$ cat src/rtl/mem_read_pkg.sv
// Shared types and default sizing for the burst read controller and its response buffer.
package mem_read_pkg;

  localparam int unsigned DEF_DATA_W     = 8;
  localparam int unsigned DEF_ADDR_W     = 8;
  localparam int unsigned DEF_LEN_W      = 4;
  localparam int unsigned DEF_TIMEOUT    = 16;
  localparam int unsigned DEF_FIFO_DEPTH = 4;

  typedef enum logic [1:0] {
    IDLE,
    WAIT_RDY,
    WAIT_LOW
  } state_t;

  typedef struct packed {
    logic [DEF_DATA_W-1:0] data;
    logic                  last;
    logic                  err;
  } rsp_entry_t;

endpackage

$ cat src/rtl/mem_read_burst_ctrl_if.sv
// Host request/response and level-style memory signals of the burst read controller.
interface mem_read_burst_ctrl_if
  import mem_read_pkg::*;
#(
  parameter int unsigned DATA_W = DEF_DATA_W,
  parameter int unsigned ADDR_W = DEF_ADDR_W,
  parameter int unsigned LEN_W  = DEF_LEN_W
);

  logic              req_valid;
  logic              req_ready;
  logic [ADDR_W-1:0] req_addr;
  logic [LEN_W-1:0]  req_len;
  logic              mem_read;
  logic [ADDR_W-1:0] mem_addr;
  logic              mem_data_ready;
  logic [DATA_W-1:0] mem_data_bus;
  logic              rsp_valid;
  logic              rsp_ready;
  logic [DATA_W-1:0] rsp_data;
  logic              rsp_last;
  logic              rsp_err;
  logic              busy;

  modport slave (
    input  req_valid, req_addr, req_len, mem_data_ready, mem_data_bus, rsp_ready,
    output req_ready, mem_read, mem_addr, rsp_valid, rsp_data, rsp_last, rsp_err, busy
  );

  modport master (
    output req_valid, req_addr, req_len, mem_data_ready, mem_data_bus, rsp_ready,
    input  req_ready, mem_read, mem_addr, rsp_valid, rsp_data, rsp_last, rsp_err, busy
  );

endinterface

$ cat src/rtl/mem_read_fifo.sv
// Synchronous show-ahead FIFO of response beats; push and pop in one cycle are both honoured.
module mem_read_fifo
  import mem_read_pkg::*;
#(
  parameter type         entry_t = rsp_entry_t,
  parameter int unsigned DEPTH   = DEF_FIFO_DEPTH
) (
  input  logic   clk,
  input  logic   rst,
  input  logic   push,
  input  entry_t push_data,
  input  logic   pop,
  output entry_t head,
  output logic   full,
  output logic   empty
);

  localparam int unsigned PW = $clog2(DEPTH);

  entry_t          slots [DEPTH];
  logic [PW-1:0]   wptr;
  logic [PW-1:0]   rptr;
  logic [PW:0]     count;
  logic            do_push;
  logic            do_pop;

  // A pop frees the slot at the edge, so a push alongside it is legal even when full.
  assign do_pop  = pop && !empty;
  assign do_push = push && (!full || do_pop);
  assign full    = (count == (PW+1)'(DEPTH));
  assign empty   = (count == '0);
  assign head    = slots[rptr];

  always_ff @(posedge clk) begin
    if (do_push) begin
      slots[wptr] <= push_data;
    end
  end

  always_ff @(posedge clk) begin
    if (rst) begin
      wptr  <= '0;
      rptr  <= '0;
      count <= '0;
    end else begin
      if (do_push) begin
        wptr <= wptr + PW'(1);
      end
      if (do_pop) begin
        rptr <= rptr + PW'(1);
      end
      case ({do_push, do_pop})
        2'b10:   count <= count + (PW+1)'(1);
        2'b01:   count <= count - (PW+1)'(1);
        default: count <= count;
      endcase
    end
  end

endmodule

$ cat src/rtl/mem_read_burst_ctrl.sv
// Burst read controller: host valid/ready requests drive a level-wait memory read,
// each beat captured once into a response FIFO, with a timeout error beat.
module mem_read_burst_ctrl
  import mem_read_pkg::*;
#(
  parameter int unsigned DATA_W     = DEF_DATA_W,
  parameter int unsigned ADDR_W     = DEF_ADDR_W,
  parameter int unsigned LEN_W      = DEF_LEN_W,
  parameter int unsigned TIMEOUT    = DEF_TIMEOUT,
  parameter int unsigned FIFO_DEPTH = DEF_FIFO_DEPTH
) (
  input logic                  clk,
  input logic                  rst,
  mem_read_burst_ctrl_if.slave bus
);

  localparam int unsigned TW = $clog2(TIMEOUT + 1);

  typedef struct packed {
    logic [DATA_W-1:0] data;
    logic              last;
    logic              err;
  } beat_t;

  state_t            state;
  logic [ADDR_W-1:0] addr;
  logic [LEN_W-1:0]  remaining;
  logic [TW-1:0]     timer;
  logic              rd_en;
  logic              capture;
  logic              timed_out;
  logic              push;
  logic              fifo_full;
  logic              fifo_empty;
  beat_t             push_entry;
  beat_t             head;

  // Gating the strobe on fifo_full both throttles memory and freezes the timer.
  assign rd_en     = (state == WAIT_RDY) && !fifo_full;
  assign capture   = rd_en && bus.mem_data_ready;
  assign timed_out = rd_en && !bus.mem_data_ready && (timer == TW'(TIMEOUT - 1));
  assign push      = capture || timed_out;

  always_comb begin
    push_entry = '0;
    if (capture) begin
      push_entry.data = bus.mem_data_bus;
      push_entry.last = (remaining == '0);
    end else begin
      push_entry.last = 1'b1;
      push_entry.err  = 1'b1;
    end
  end

  always_ff @(posedge clk) begin
    if (rst) begin
      state     <= IDLE;
      addr      <= '0;
      remaining <= '0;
      timer     <= '0;
    end else begin
      case (state)
        IDLE: begin
          if (bus.req_valid) begin
            addr      <= bus.req_addr;
            remaining <= bus.req_len;
            timer     <= '0;
            state     <= WAIT_RDY;
          end
        end
        WAIT_RDY: begin
          if (capture) begin
            state <= WAIT_LOW;
          end else if (timed_out) begin
            remaining <= '0;
            state     <= IDLE;
          end else if (rd_en) begin
            timer <= timer + TW'(1);
          end
        end
        WAIT_LOW: begin
          // Waiting for the level to drop is what prevents a second capture of the same beat.
          if (!bus.mem_data_ready) begin
            if (remaining == '0) begin
              state <= IDLE;
            end else begin
              addr      <= addr + ADDR_W'(1);
              remaining <= remaining - LEN_W'(1);
              timer     <= '0;
              state     <= WAIT_RDY;
            end
          end
        end
        default: state <= IDLE;
      endcase
    end
  end

  mem_read_fifo #(
    .entry_t (beat_t),
    .DEPTH   (FIFO_DEPTH)
  ) u_fifo (
    .clk       (clk),
    .rst       (rst),
    .push      (push),
    .push_data (push_entry),
    .pop       (bus.rsp_ready),
    .head      (head),
    .full      (fifo_full),
    .empty     (fifo_empty)
  );

  assign bus.req_ready = (state == IDLE);
  assign bus.busy      = (state != IDLE);
  assign bus.mem_read  = rd_en;
  assign bus.mem_addr  = addr;
  assign bus.rsp_valid = !fifo_empty;
  assign bus.rsp_data  = fifo_empty ? '0 : head.data;
  assign bus.rsp_last  = !fifo_empty && head.last;
  assign bus.rsp_err   = !fifo_empty && head.err;

endmodule

$ cat src/flat_wrapper.sv
// flat-port wrapper written by rule: the top's interface ports become plain ports
module mem_read_burst_ctrl_flat import mem_read_pkg::*;
#(
  parameter int unsigned DATA_W     = DEF_DATA_W,
  parameter int unsigned ADDR_W     = DEF_ADDR_W,
  parameter int unsigned LEN_W      = DEF_LEN_W,
  parameter int unsigned TIMEOUT    = DEF_TIMEOUT,
  parameter int unsigned FIFO_DEPTH = DEF_FIFO_DEPTH
)
  (clk, rst, bus_req_valid, bus_req_addr, bus_req_len, bus_mem_data_ready, bus_mem_data_bus, bus_rsp_ready, bus_req_ready, bus_mem_read, bus_mem_addr, bus_rsp_valid, bus_rsp_data, bus_rsp_last, bus_rsp_err, bus_busy);
  mem_read_burst_ctrl_if #(.DATA_W(DATA_W), .ADDR_W(ADDR_W), .LEN_W(LEN_W)) bus_i ();
  input logic clk;
  input logic rst;
  input wire logic [$bits(bus_i.req_valid)-1:0] bus_req_valid;
  input wire logic [$bits(bus_i.req_addr)-1:0] bus_req_addr;
  input wire logic [$bits(bus_i.req_len)-1:0] bus_req_len;
  input wire logic [$bits(bus_i.mem_data_ready)-1:0] bus_mem_data_ready;
  input wire logic [$bits(bus_i.mem_data_bus)-1:0] bus_mem_data_bus;
  input wire logic [$bits(bus_i.rsp_ready)-1:0] bus_rsp_ready;
  output wire logic [$bits(bus_i.req_ready)-1:0] bus_req_ready;
  output wire logic [$bits(bus_i.mem_read)-1:0] bus_mem_read;
  output wire logic [$bits(bus_i.mem_addr)-1:0] bus_mem_addr;
  output wire logic [$bits(bus_i.rsp_valid)-1:0] bus_rsp_valid;
  output wire logic [$bits(bus_i.rsp_data)-1:0] bus_rsp_data;
  output wire logic [$bits(bus_i.rsp_last)-1:0] bus_rsp_last;
  output wire logic [$bits(bus_i.rsp_err)-1:0] bus_rsp_err;
  output wire logic [$bits(bus_i.busy)-1:0] bus_busy;
  assign bus_i.req_valid = bus_req_valid;
  assign bus_i.req_addr = bus_req_addr;
  assign bus_i.req_len = bus_req_len;
  assign bus_i.mem_data_ready = bus_mem_data_ready;
  assign bus_i.mem_data_bus = bus_mem_data_bus;
  assign bus_i.rsp_ready = bus_rsp_ready;
  assign bus_req_ready = bus_i.req_ready;
  assign bus_mem_read = bus_i.mem_read;
  assign bus_mem_addr = bus_i.mem_addr;
  assign bus_rsp_valid = bus_i.rsp_valid;
  assign bus_rsp_data = bus_i.rsp_data;
  assign bus_rsp_last = bus_i.rsp_last;
  assign bus_rsp_err = bus_i.rsp_err;
  assign bus_busy = bus_i.busy;
  mem_read_burst_ctrl #(.DATA_W(DATA_W), .ADDR_W(ADDR_W), .LEN_W(LEN_W), .TIMEOUT(TIMEOUT), .FIFO_DEPTH(FIFO_DEPTH)) u_core (.clk(clk), .rst(rst), .bus(bus_i));
endmodule
$ cat config.mk
export PLATFORM = sky130hd
export DESIGN_NAME = mem_read_burst_ctrl_flat
export DESIGN_NICKNAME = d
export VERILOG_FILES = /design/src/rtl/mem_read_pkg.sv /design/src/rtl/mem_read_burst_ctrl_if.sv /design/src/rtl/mem_read_fifo.sv /design/src/rtl/mem_read_burst_ctrl.sv /design/src/flat_wrapper.sv
export SDC_FILE = /design/constraint.sdc
export NUM_CORES = 1
export LEC_CHECK = 0
export ABC_AREA = 1
export BUFFER_PORTS_ARGS = -buffer_cell sky130_fd_sc_hd__clkbuf_2
export CORE_MARGIN = 1.5
export CORE_UTILIZATION = 48
export DETAILED_ROUTE_END_ITERATION = 10
export PLACE_DENSITY = 0.71
export REMOVE_ABC_BUFFERS = 1
export SETUP_SLACK_MARGIN = 0.02
export SLEW_MARGIN = 25
export SYNTH_ARGS = -nofsm -noshare
export SYNTH_HDL_FRONTEND = slang
export SYNTH_SLANG_ARGS = --single-unit
$ cat constraint.sdc
create_clock -name clk -period 2.3 [get_ports clk]
set_input_delay 0.345 -clock clk [delete_from_list [all_inputs] [get_ports clk]]
set_output_delay 0.345 -clock clk [all_outputs]
set_load 0.03 [all_outputs]
==> out/results.tsv, run 1 <==
metric	value	unit
Post-Syn Area per Cell	8.427	um^2
Mapped Area	3371	um^2
P&R area growth vs syn	17.85	%
max cap viols	0	
Req. time, crit path	2530	ps
H-tree Lvls	3	
most common cell in the netlist	nor2_1	
Reg clk slew, reported paths	80	ps
crit path time final	2137	ps
Initial Util	0.4961	
final setup vio count	0	
outcome	completed	
RePlAce Congestion	0.8535	
Die H	86.80	um
Die Wd	86.80	um
# diodes	0	
Synth area leader	edfxtp_1	
routed wire length	6535	um
Crit. End Element	register	
clock sink count	68	
Final period util	0.9290	
RSZ-0062 raised after global routing	no	
top cells by area, synth	edfxtp_1 (36%), dfxtp_1 (17%), nor2_1 (9.8%)	
CTS max path bufs	2	
GRT overflow	0	
hpwl dp	4536	um
sequential power share	0.358	
Critical Path Source Type	register	
CTS buffer count	9	
Cells after Synth	400	
vias in the first global route	2481	
Peak Freq	468.0	MHz
Psw	2.073	mW
antenna-violating nets left	0	
Final Max Slew Viols	0	
GR Util All Layers	0.1884	
Slew headroom	0.5949	
Worst Path Class, Setup	reg -> reg	
Final Non-Filler Cells	559	
Yosys cell types	30	
WL/cell	11.69	um
Synth Register Bits	68	
Clock Latency Late Sink	340	ps
IO Port Bufs	46	
register area share after synthesis	0.5226	
I/O pins	47	
number of synthesized flops with an enable pin	40	
HP Class	in -> reg	
largest net degree at the start of global routing	21	
Starting DRT DRC Count	157	
post-route cell area	3973	um^2
dpl cells	542	
Vias/cell	4.859	
CP max FO	4	
ys async rst share	0	
synth cell count leaders	nor2_1 (88), nand2_1 (55), inv_1 (46)	
Hold Worst Slack	267.9	ps
CTS tree	yes	
Final Skew	9.188	ps
clock network power share	0.195	
top-area cell type share of the netlist area	0.3563	
core area	6794	um^2
Pint	2.728	mW
layout cells sized above 1	0.2117	
Die Area	7534	um^2
Fill cells	652	
Arr. time, crit path	2360	ps
Fin. Hold Viols	0	
drt first pass iters	4	
pwr dens	1209	nW/um^2
worst slew pin tran	607.0	ps
drc violations	0	
via count	2716	
Synth Warn #	0	
combinational share of power	0.447	
placed inst area	3755	um^2
leakage	1.710	nW
final core utilization	0.5847	
Root Driver	clkbuf_8	
Net Sw Frac	0.4318	
initial antenna violation count	0	
setup tns final	0	ps
main flop type after synthesis	edfxtp_1	
global-route wire length before repair	11010	um
Peak VDD IR	771.9	uV
nets	498	
# rows	30	
power groups by stage:
stage | Combinational (mW) | Clock, mW | Sequential (mW)
after floorplan | 1.43 | 0 | 1.83
after global placement | 2.09 | 0 | 1.73
after detailed placement | 2.14 | 0 | 1.74
after CTS | 2.15 | 0.967 | 1.71
after global routing | 2.42 | 1.02 | 1.75
final | 2.15 | 0.937 | 1.72
layout by cell type, fill, tap and decap left out, types with 3 or more instances in the layout:
| cell type | n |
|---|---|
| nor2_1 | 88 |
| nand2_1 | 55 |
| clkbuf_2 | 46 |
| inv_1 | 45 |
| edfxtp_1 | 40 |
| a21oi_1 | 36 |
| o21ai_0 | 34 |
| dfxtp_1 | 27 |
| nand3_1 | 16 |
| buf_4 | 13 |
| ha_1 | 11 |
| clkbuf_8 | 9 |
| nand2_2 | 5 |
| clkinv_1 | 3 |
| or2_2 | 3 |
| o21ai_1 | 3 |
| ha_2 | 3 |
worst max-delay path: stages, from the launching register on:
cell	delay, ps
dfxtp_2	330
ha_2	180
nand2_1	80
nor2_1	50
ha_2	180
o211ai_2	160
ha_2	190
inv_2	60
fa_2	380
a21oi_2	150
o21ai_2	80
o21ai_1	130
a21oi_1	50
state kept, by name (all words and copies together) (netlist names), named ones only:
| signal | flops |
|---|---|
| u_core.u_fifo.wptr | 2 |
| u_core.u_fifo.slots | 40 |
| u_core.remaining | 4 |
| u_core.timer | 5 |
| u_core.u_fifo.count | 3 |
| u_core.u_fifo.rptr | 2 |
| u_core.state | 2 |
| u_core.bus.mem_addr | 8 |
cell type report:
type | count | area (um^2) | share of cell area
multi-input cells | 271 | 1384 | 0.3483
well taps | 96 | 120.1 | 0.03024
clock inverters | 7 | 67.56 | 0.01701
inverters | 49 | 186.4 | 0.04693
repair buffers | 59 | 327.8 | 0.08252
flip-flops and latches | 68 | 1763 | 0.4438
clock buffers | 9 | 123.9 | 0.03118
worst paths after layout:
kind | startpoint | endpoint | slack, ps | cells after the start
worst max-delay path | u_core.timer[0]$_SDFFE_PP0P_ | u_core.u_fifo.count[2]$_SDFFE_PP0P_ | 160 | 12
worst min-delay path | rst | u_core.bus.mem_addr[7]$_SDFFE_PP0P_ | 270 | 2
worst min register to register | u_core.u_fifo.rptr[1]$_SDFFE_PP0P_ | u_core.u_fifo.rptr[1]$_SDFFE_PP0P_ | 480 | 2
worst max register to register | u_core.timer[0]$_SDFFE_PP0P_ | u_core.u_fifo.count[2]$_SDFFE_PP0P_ | 160 | 12
kinds of logic (layout without fill, tap and decap cells):
group | count (synthesis) | in the layout | synth area share
AO/OA/AOI/OAI | 80 | 80 | 0.1262
flip-flops | 68 | 68 | 0.5226
adder cells (fa/ha/maj) | 15 | 15 | 0.05791
AND/OR/NAND/NOR | 176 | 176 | 0.2212
buffers and inverters | 61 | 124 | 0.07201
stage by stage:
step,power (mW),setup WS [ps]
global route,5.191,21.35
floorplan,3.261,-0.9015
detailed placement,3.880,15.13
CTS,4.828,21.53
global placement,3.825,113.2
finish,4.802,163.2
metal layers:
| metal | vias up | track usage | share of wire |
|---|---|---|---|
| met5 | - | 0 | 0 |
| met4 | 0 | 0.04252 | 0.0064 |
| met3 | 4 | 0.05333 | 0.042 |
| met2 | 46 | 0.3228 | 0.49 |
| met1 | 1241 | 0.2362 | 0.47 |
| li1 | 1425 | - | - |
timing repair:
item / CTS / global route
setup buffers: 0 / 1
pin swaps: 0 / 5
setup endpoints to repair: 1 / 1
gates resized for setup: 1 / 9
hold buffers: 0 / 0
(Power assumes the default switching activity.)
==> run 2, diff against run 1 <==
Settings changed: CORE_MARGIN 1.5 to 4.
==> run 2 against run 1 <==
Net effect: setup slack worse by 32 ps; combinational power hardly changed; total power is 2.4% higher; sequential cell count stayed put; critical path type unchanged; sequential share of layout area hardly changed; largest cell class unchanged; via count is 1.5% higher; register-to-register slack worse by 30 ps; non-clock buffer count is 2 lower; die area is 12% higher; cell count is 0.36% lower.
==> out/results.tsv, run 2 (synthesis gave the netlist of run 1 again) <==
metric	value	unit	change
Peak Freq	461.1	MHz	-1.5%
Critical Path Source Type	register		
Hold Worst Slack	284.3	ps	+16.45 ps
# diodes	0		unchanged
RR Endpoint	u_core.u_fifo.count[2]$_SDFFE_PP0P_		
sequential power share	0.349		-0.009
GRT overflow	0		unchanged
vias in the first global route	2634		+6.2%
Starting DRT DRC Count	171		+8.9%
max cap viols	0		unchanged
Crit. End Element	register		
most frequent cells in the layout	nor2_1 (88), nand2_1 (55), inv_1 (46), clkbuf_2 (46), edfxtp_1 (40)		
CTS buffer count	9		unchanged
combinational share of power	0.437		-0.010
Final Non-Filler Cells	557		-0.36%
critical path launch point	u_core.timer[0]$_SDFFE_PP0P_		
leading cell type in the layout, fill and taps excluded	nor2_1		
Final Skew	5.925	ps	-3.263 ps
Fin. Hold Viols	0		unchanged
IO Port Bufs	46		unchanged
pwr dens	1238	nW/um^2	+2.4%
Reg2Reg Depth	12		unchanged
Req. time, crit path	2520	ps	about the same
setup tns final	0	ps	unchanged
outcome	completed		
Reg with most FFs	u_core.u_fifo.slots		
# rows	30		unchanged
Die H	91.80	um	+5.8%
Final Max Slew Viols	0		unchanged
I/O pins	47		unchanged
drc violations	0		unchanged
HP Class	in -> reg		
P&R area growth vs syn	17.78	%	about the same
reg-to-reg setup timing slack	130	ps	-30 ps
H-tree Lvls	3		unchanged
clock network power share	0.214		+0.019
nets	496		-0.40%
initial antenna violation count	0		unchanged
hpwl dp	4656	um	+2.6%
hold_buf cts	0		unchanged
worst slew pin tran	612.2	ps	+5.197 ps
largest net degree at the start of global routing	21		unchanged
via count	2758		+1.5%
Psw	2.083	mW	+0.45%
Die Wd	91.80	um	+5.8%
Pint	2.833	mW	+3.8%
dpl cells	541		-0.18%
hold-critical path depth	2		unchanged
layout cells sized above 1	0.1996		-0.01210
Initial Util	0.4961		unchanged
reg-to-reg startpoint	u_core.timer[0]$_SDFFE_PP0P_		
Reg clk slew, reported paths	70	ps	about the same
Final period util	0.9429		+0.01384
Clock Latency Late Sink	330	ps	about the same
crit path time final	2169	ps	+31.82 ps
routed wire length	6852	um	+4.9%
Arr. time, crit path	2390	ps	+30 ps
leakage	1.712	nW	+0.11%
CP max FO	4		unchanged
Die Area	8427	um^2	+12%
clock sink count	68		unchanged
global-route wire length before repair	11810	um	+7.3%
Vias/cell	4.952		+1.9%
WL/cell	12.30	um	+5.2%
Worst Path Class, Setup	reg -> reg		
CTS tree	yes		
drt first pass iters	5		+1
Peak VDD IR	629.8	uV	-18%
final setup vio count	0		unchanged
Root Driver	clkbuf_8		
CTS max path bufs	2		unchanged
Slew headroom	0.5914		-0.003469
Net Sw Frac	0.4237		-0.008080
crit path to	u_core.u_fifo.count[2]$_SDFFE_PP0P_		
GR Util All Layers	0.1744		-0.01406
core area	6794	um^2	unchanged
RePlAce Congestion	0.8241		-3.4%
antenna-violating nets left	0		unchanged
max reg flops	40		unchanged
RSZ-0062 raised after global routing	no		
## run 2: changes by cell type in the layout (fill, tap and decap cells not counted), moves of 2 or more
cell,delta
ha_1,+2
buf_4,-2
clkinv_1,-2
ha_2,-2
## run 2: power groups by stage
stage,sequential (mW),combinational (mW),clock (mW)
4_1_cts,1.71,2.16,1.08
6_report,1.72,2.15,1.05
2_1_floorplan,1.83,1.43,0
5_1_grt,1.75,2.43,1.13
3_5_place_dp,1.74,2.14,0
3_3_place_gp,1.73,2.09,0
## run 2: cell type report
cell class / count / area [um^2]
fill: 636 / 2824
sequential: 68 / 1763
multi-input combinational: 271 / 1371
timing repair buffer: 57 / 312.8
inverter: 49 / 186.4
clock buffer: 10 / 127.6
tap: 96 / 120.1
clock inverter: 6 / 88.84
## run 2: worst min-delay path by stage
stage                                             from                                   to  slack [ps]
finish                                             rst  u_core.bus.mem_addr[0]$_SDFFE_PP0P_         280
global route                                       rst  u_core.bus.mem_addr[7]$_SDFFE_PP0P_         280
CTS                                                rst  u_core.bus.mem_addr[0]$_SDFFE_PP0P_         270
detailed placement  u_core.u_fifo.rptr[1]$_SDFFE_PP0P_   u_core.u_fifo.rptr[1]$_SDFFE_PP0P_         470
global placement    u_core.u_fifo.rptr[1]$_SDFFE_PP0P_   u_core.u_fifo.rptr[1]$_SDFFE_PP0P_         460
floorplan                                          rst  u_core.bus.mem_addr[0]$_SDFFE_PP0P_         410
## run 2: timing repair
| item | in CTS | in global routing |
|---|---|---|
| endpoints found under the setup margin | 1 | 1 |
| gates resized for setup | 1 | 4 |
| pin swaps | 1 | 0 |
| buffers inserted | 0 | 0 |
## run 2: worst max-delay path, stage by stage, from the launching register on
cell and delay (ps):
dfxtp_2 330, ha_1 200, nand2_1 100, nor2_1 50, ha_2 190, o211ai_2 170, ha_1 180, inv_1 70
fa_2 340, a21oi_1 140, o21ai_1 100, o21ai_1 130, a21oi_1 60
## run 2: metrics by stage
stage	power, mW	setup WS (ps)	utilization	cell area [um^2]
floorplan	3.261	-0.9015	-	3314
global placement	3.823	105.6	0.5516	3747
detailed placement	3.879	19.07	0.5516	3747
CTS	4.948	40.78	0.5834	3964
global route	5.313	45.37	0.5843	3970
finish	4.915	131.4	0.5843	3970
## run 2: per-layer routing
| layer | global-route usage | routed length [um] | vias up |
|---|---|---|---|
| li1 | - | - | 1417 |
| met2 | 0.2885 | 3412 | 63 |
| met3 | 0.05332 | 370 | 2 |
| met5 | 0 | 0 | - |
| met4 | 0.05198 | 24 | 0 |
| met1 | 0.2197 | 3044 | 1276 |
==> run 3, diff against run 2 <==
Settings changed: BUFFER_PORTS_ARGS -buffer_cell sky130_fd_sc_hd__clkbuf_2 to -buffer_cell sky130_fd_sc_hd__buf_2.
==> run 3 against run 2 <==
Net effect: sequential share of layout area about the same; sequential cell count unchanged; utilization barely moved; cell count up 0.54%; die area did not move.
==> out/results.tsv, run 3 (synthesis gave the netlist of run 1 again) <==
metric	value	unit	change
Max stage delay on crit path	370	ps	+30 ps
Worst Path Class, Setup	reg -> reg		
Hold Worst Slack	268.2	ps	-16.08 ps
via count	2759		+0.036%
leakage	1.716	nW	+0.23%
Root Driver	clkbuf_8		
CTS tree	yes		
RSZ-0062 raised after global routing	no		
most frequent cells in the layout	nor2_1 (88), nand2_1 (54), buf_2 (46)		
Vias/cell	4.927		-0.50%
# rows	30		unchanged
final setup vio count	0		unchanged
P&R area growth vs syn	17.74	%	about the same
pre-CTS WS	14.02	ps	-5.055 ps
I/O pins	47		unchanged
Peak Freq	459.5	MHz	-0.36%
GR Util All Layers	0.1677		-0.006608
Reg clk slew, reported paths	70	ps	about the same
outcome	completed		
global-route wire length before repair	11450	um	-3.0%
WL/cell	12.39	um	+0.68%
largest net degree at the start of global routing	21		unchanged
pwr dens	1204	nW/um^2	-2.8%
Fin. Hold Viols	0		unchanged
Die H	91.80	um	unchanged
layout cells sized above 1	0.2177		+0.01811
Req. time, crit path	2520	ps	about the same
Slew headroom	0.5835		-0.007934
RePlAce Congestion	0.8132		-1.3%
core area	6794	um^2	unchanged
nets	499		+0.60%
Die Area	8427	um^2	unchanged
crit path time final	2176	ps	+7.736 ps
Crit. End Element	register		
Fill cells	642		+0.94%
routed wire length	6936	um	+1.2%
IO Port Bufs	46		unchanged
post-layout power	4.777	mW	-2.8%
most used cell, CP	ha_2		
max cap viols	0		unchanged
Die Wd	91.80	um	unchanged
critical path, cell by cell	ha_2 -> nand2_2 -> nor2_1 -> ha_2 -> o211ai_2 -> ha_2 -> inv_2 -> fa_2 -> a21oi_2 -> o21ai_1 -> o21ai_1 -> a21oi_1		
GRT overflow	0		unchanged
Critical Path Source Type	register		
Final period util	0.9462		+0.003363
clock sink count	68		unchanged
CTS buffer count	9		unchanged
Arr. time, crit path	2400	ps	about the same
Slowest-stage cell, CP	fa_2		
initial antenna violation count	0		unchanged
Peak VDD IR	581.2	uV	-7.7%
CTS max path bufs	2		unchanged
antenna-violating nets left	0		unchanged
vias in the first global route	2606		-1.1%
CP max FO	3		-1
setup tns final	0	ps	unchanged
Final Skew	8.261	ps	+2.336 ps
Clock Latency Late Sink	330	ps	about the same
HP Class	in -> reg		
hold_buf cts	0		unchanged
hpwl dp	4565	um	-2.0%
Final Worst Setup Slack	123.6	ps	-7.736 ps
Starting DRT DRC Count	111		-35%
worst slew pin tran	624.7	ps	+12.58 ps
# diodes	0		unchanged
final core utilization	0.5842		about the same
drc violations	0		unchanged
Initial Util	0.4961		unchanged
leading cell type in the layout, fill and taps excluded	nor2_1		
H-tree Lvls	3		unchanged
Final Max Slew Viols	0		unchanged
Reg with most FFs	u_core.u_fifo.slots		
max reg flops	40		unchanged
drt first pass iters	4		-1
run 3: changes by cell type in the layout (fill, tap and decap cells not counted), sizes merged:
cell	previous run	this run
bufinv	2	0
buf	11	60
clkbuf	56	12
run 3: per-layer routing:
layer	wire length [um]	GRT usage	part of all wire
met1	3092	0.2152	0.45
met2	3466	0.2812	0.50
met3	307	0.02871	0.044
met4	69	0.06807	0.0099
met5	0	0	0
run 3: final cells by class:
| cell class | instances | area (um^2) | area share |
|---|---|---|---|
| Tap cell | 96 | 120.1 | 0.03026 |
| Multi-Input combinational cell | 271 | 1383 | 0.3484 |
| Timing Repair Buffer | 60 | 335.3 | 0.08449 |
| Sequential cell | 68 | 1764 | 0.4445 |
| Inverter | 49 | 186.4 | 0.04697 |
| Clock inverter | 4 | 25.02 | 0.006305 |
| Clock buffer | 12 | 155.1 | 0.03909 |
run 3: worst paths after layout:
kind                                            from                                   to  slack, ps  cells after the start
hold / removal                                   rst  u_core.bus.mem_addr[0]$_SDFFE_PP0P_        270                      2
setup reg to reg        u_core.timer[0]$_SDFFE_PP0P_  u_core.u_fifo.count[2]$_SDFFE_PP0P_        120                     12
hold reg to reg   u_core.u_fifo.rptr[1]$_SDFFE_PP0P_                             register        470                      2
setup / recovery        u_core.timer[0]$_SDFFE_PP0P_  u_core.u_fifo.count[2]$_SDFFE_PP0P_        120                     12
run 3: what timing repair did:
item	CTS	global route
resized for setup	1	10
pin swaps	1	6
endpoints found under the setup margin	1	1
buffers inserted	0	4
hold endpoints to repair	0	0
run 3: report_power, final:
group	internal (mW)	total, mW	switching, mW
Clock	0.447	0.881	0.434
Sequential	1.55	1.72	0.175
Combinational	0.702	2.17	1.47
Total	2.70	4.78	2.08
run 3: worst max-delay path: cells and delay by family, from the launching register on:
family / cells / cell delay (ps)
and+or+nand+nor: 2 / 100
buffers and inverters: 1 / 50
adders and majority gates: 4 / 950
DFF: 1 / 340
AOI/OAI and AO/OA: 5 / 610
run 3: metrics by stage:
stage	std cells	cell area (um^2)
after floorplan	388	3314
after global placement	540	3740
after detailed placement	540	3740
after CTS	556	3920
after global routing	560	3969
final	560	3969
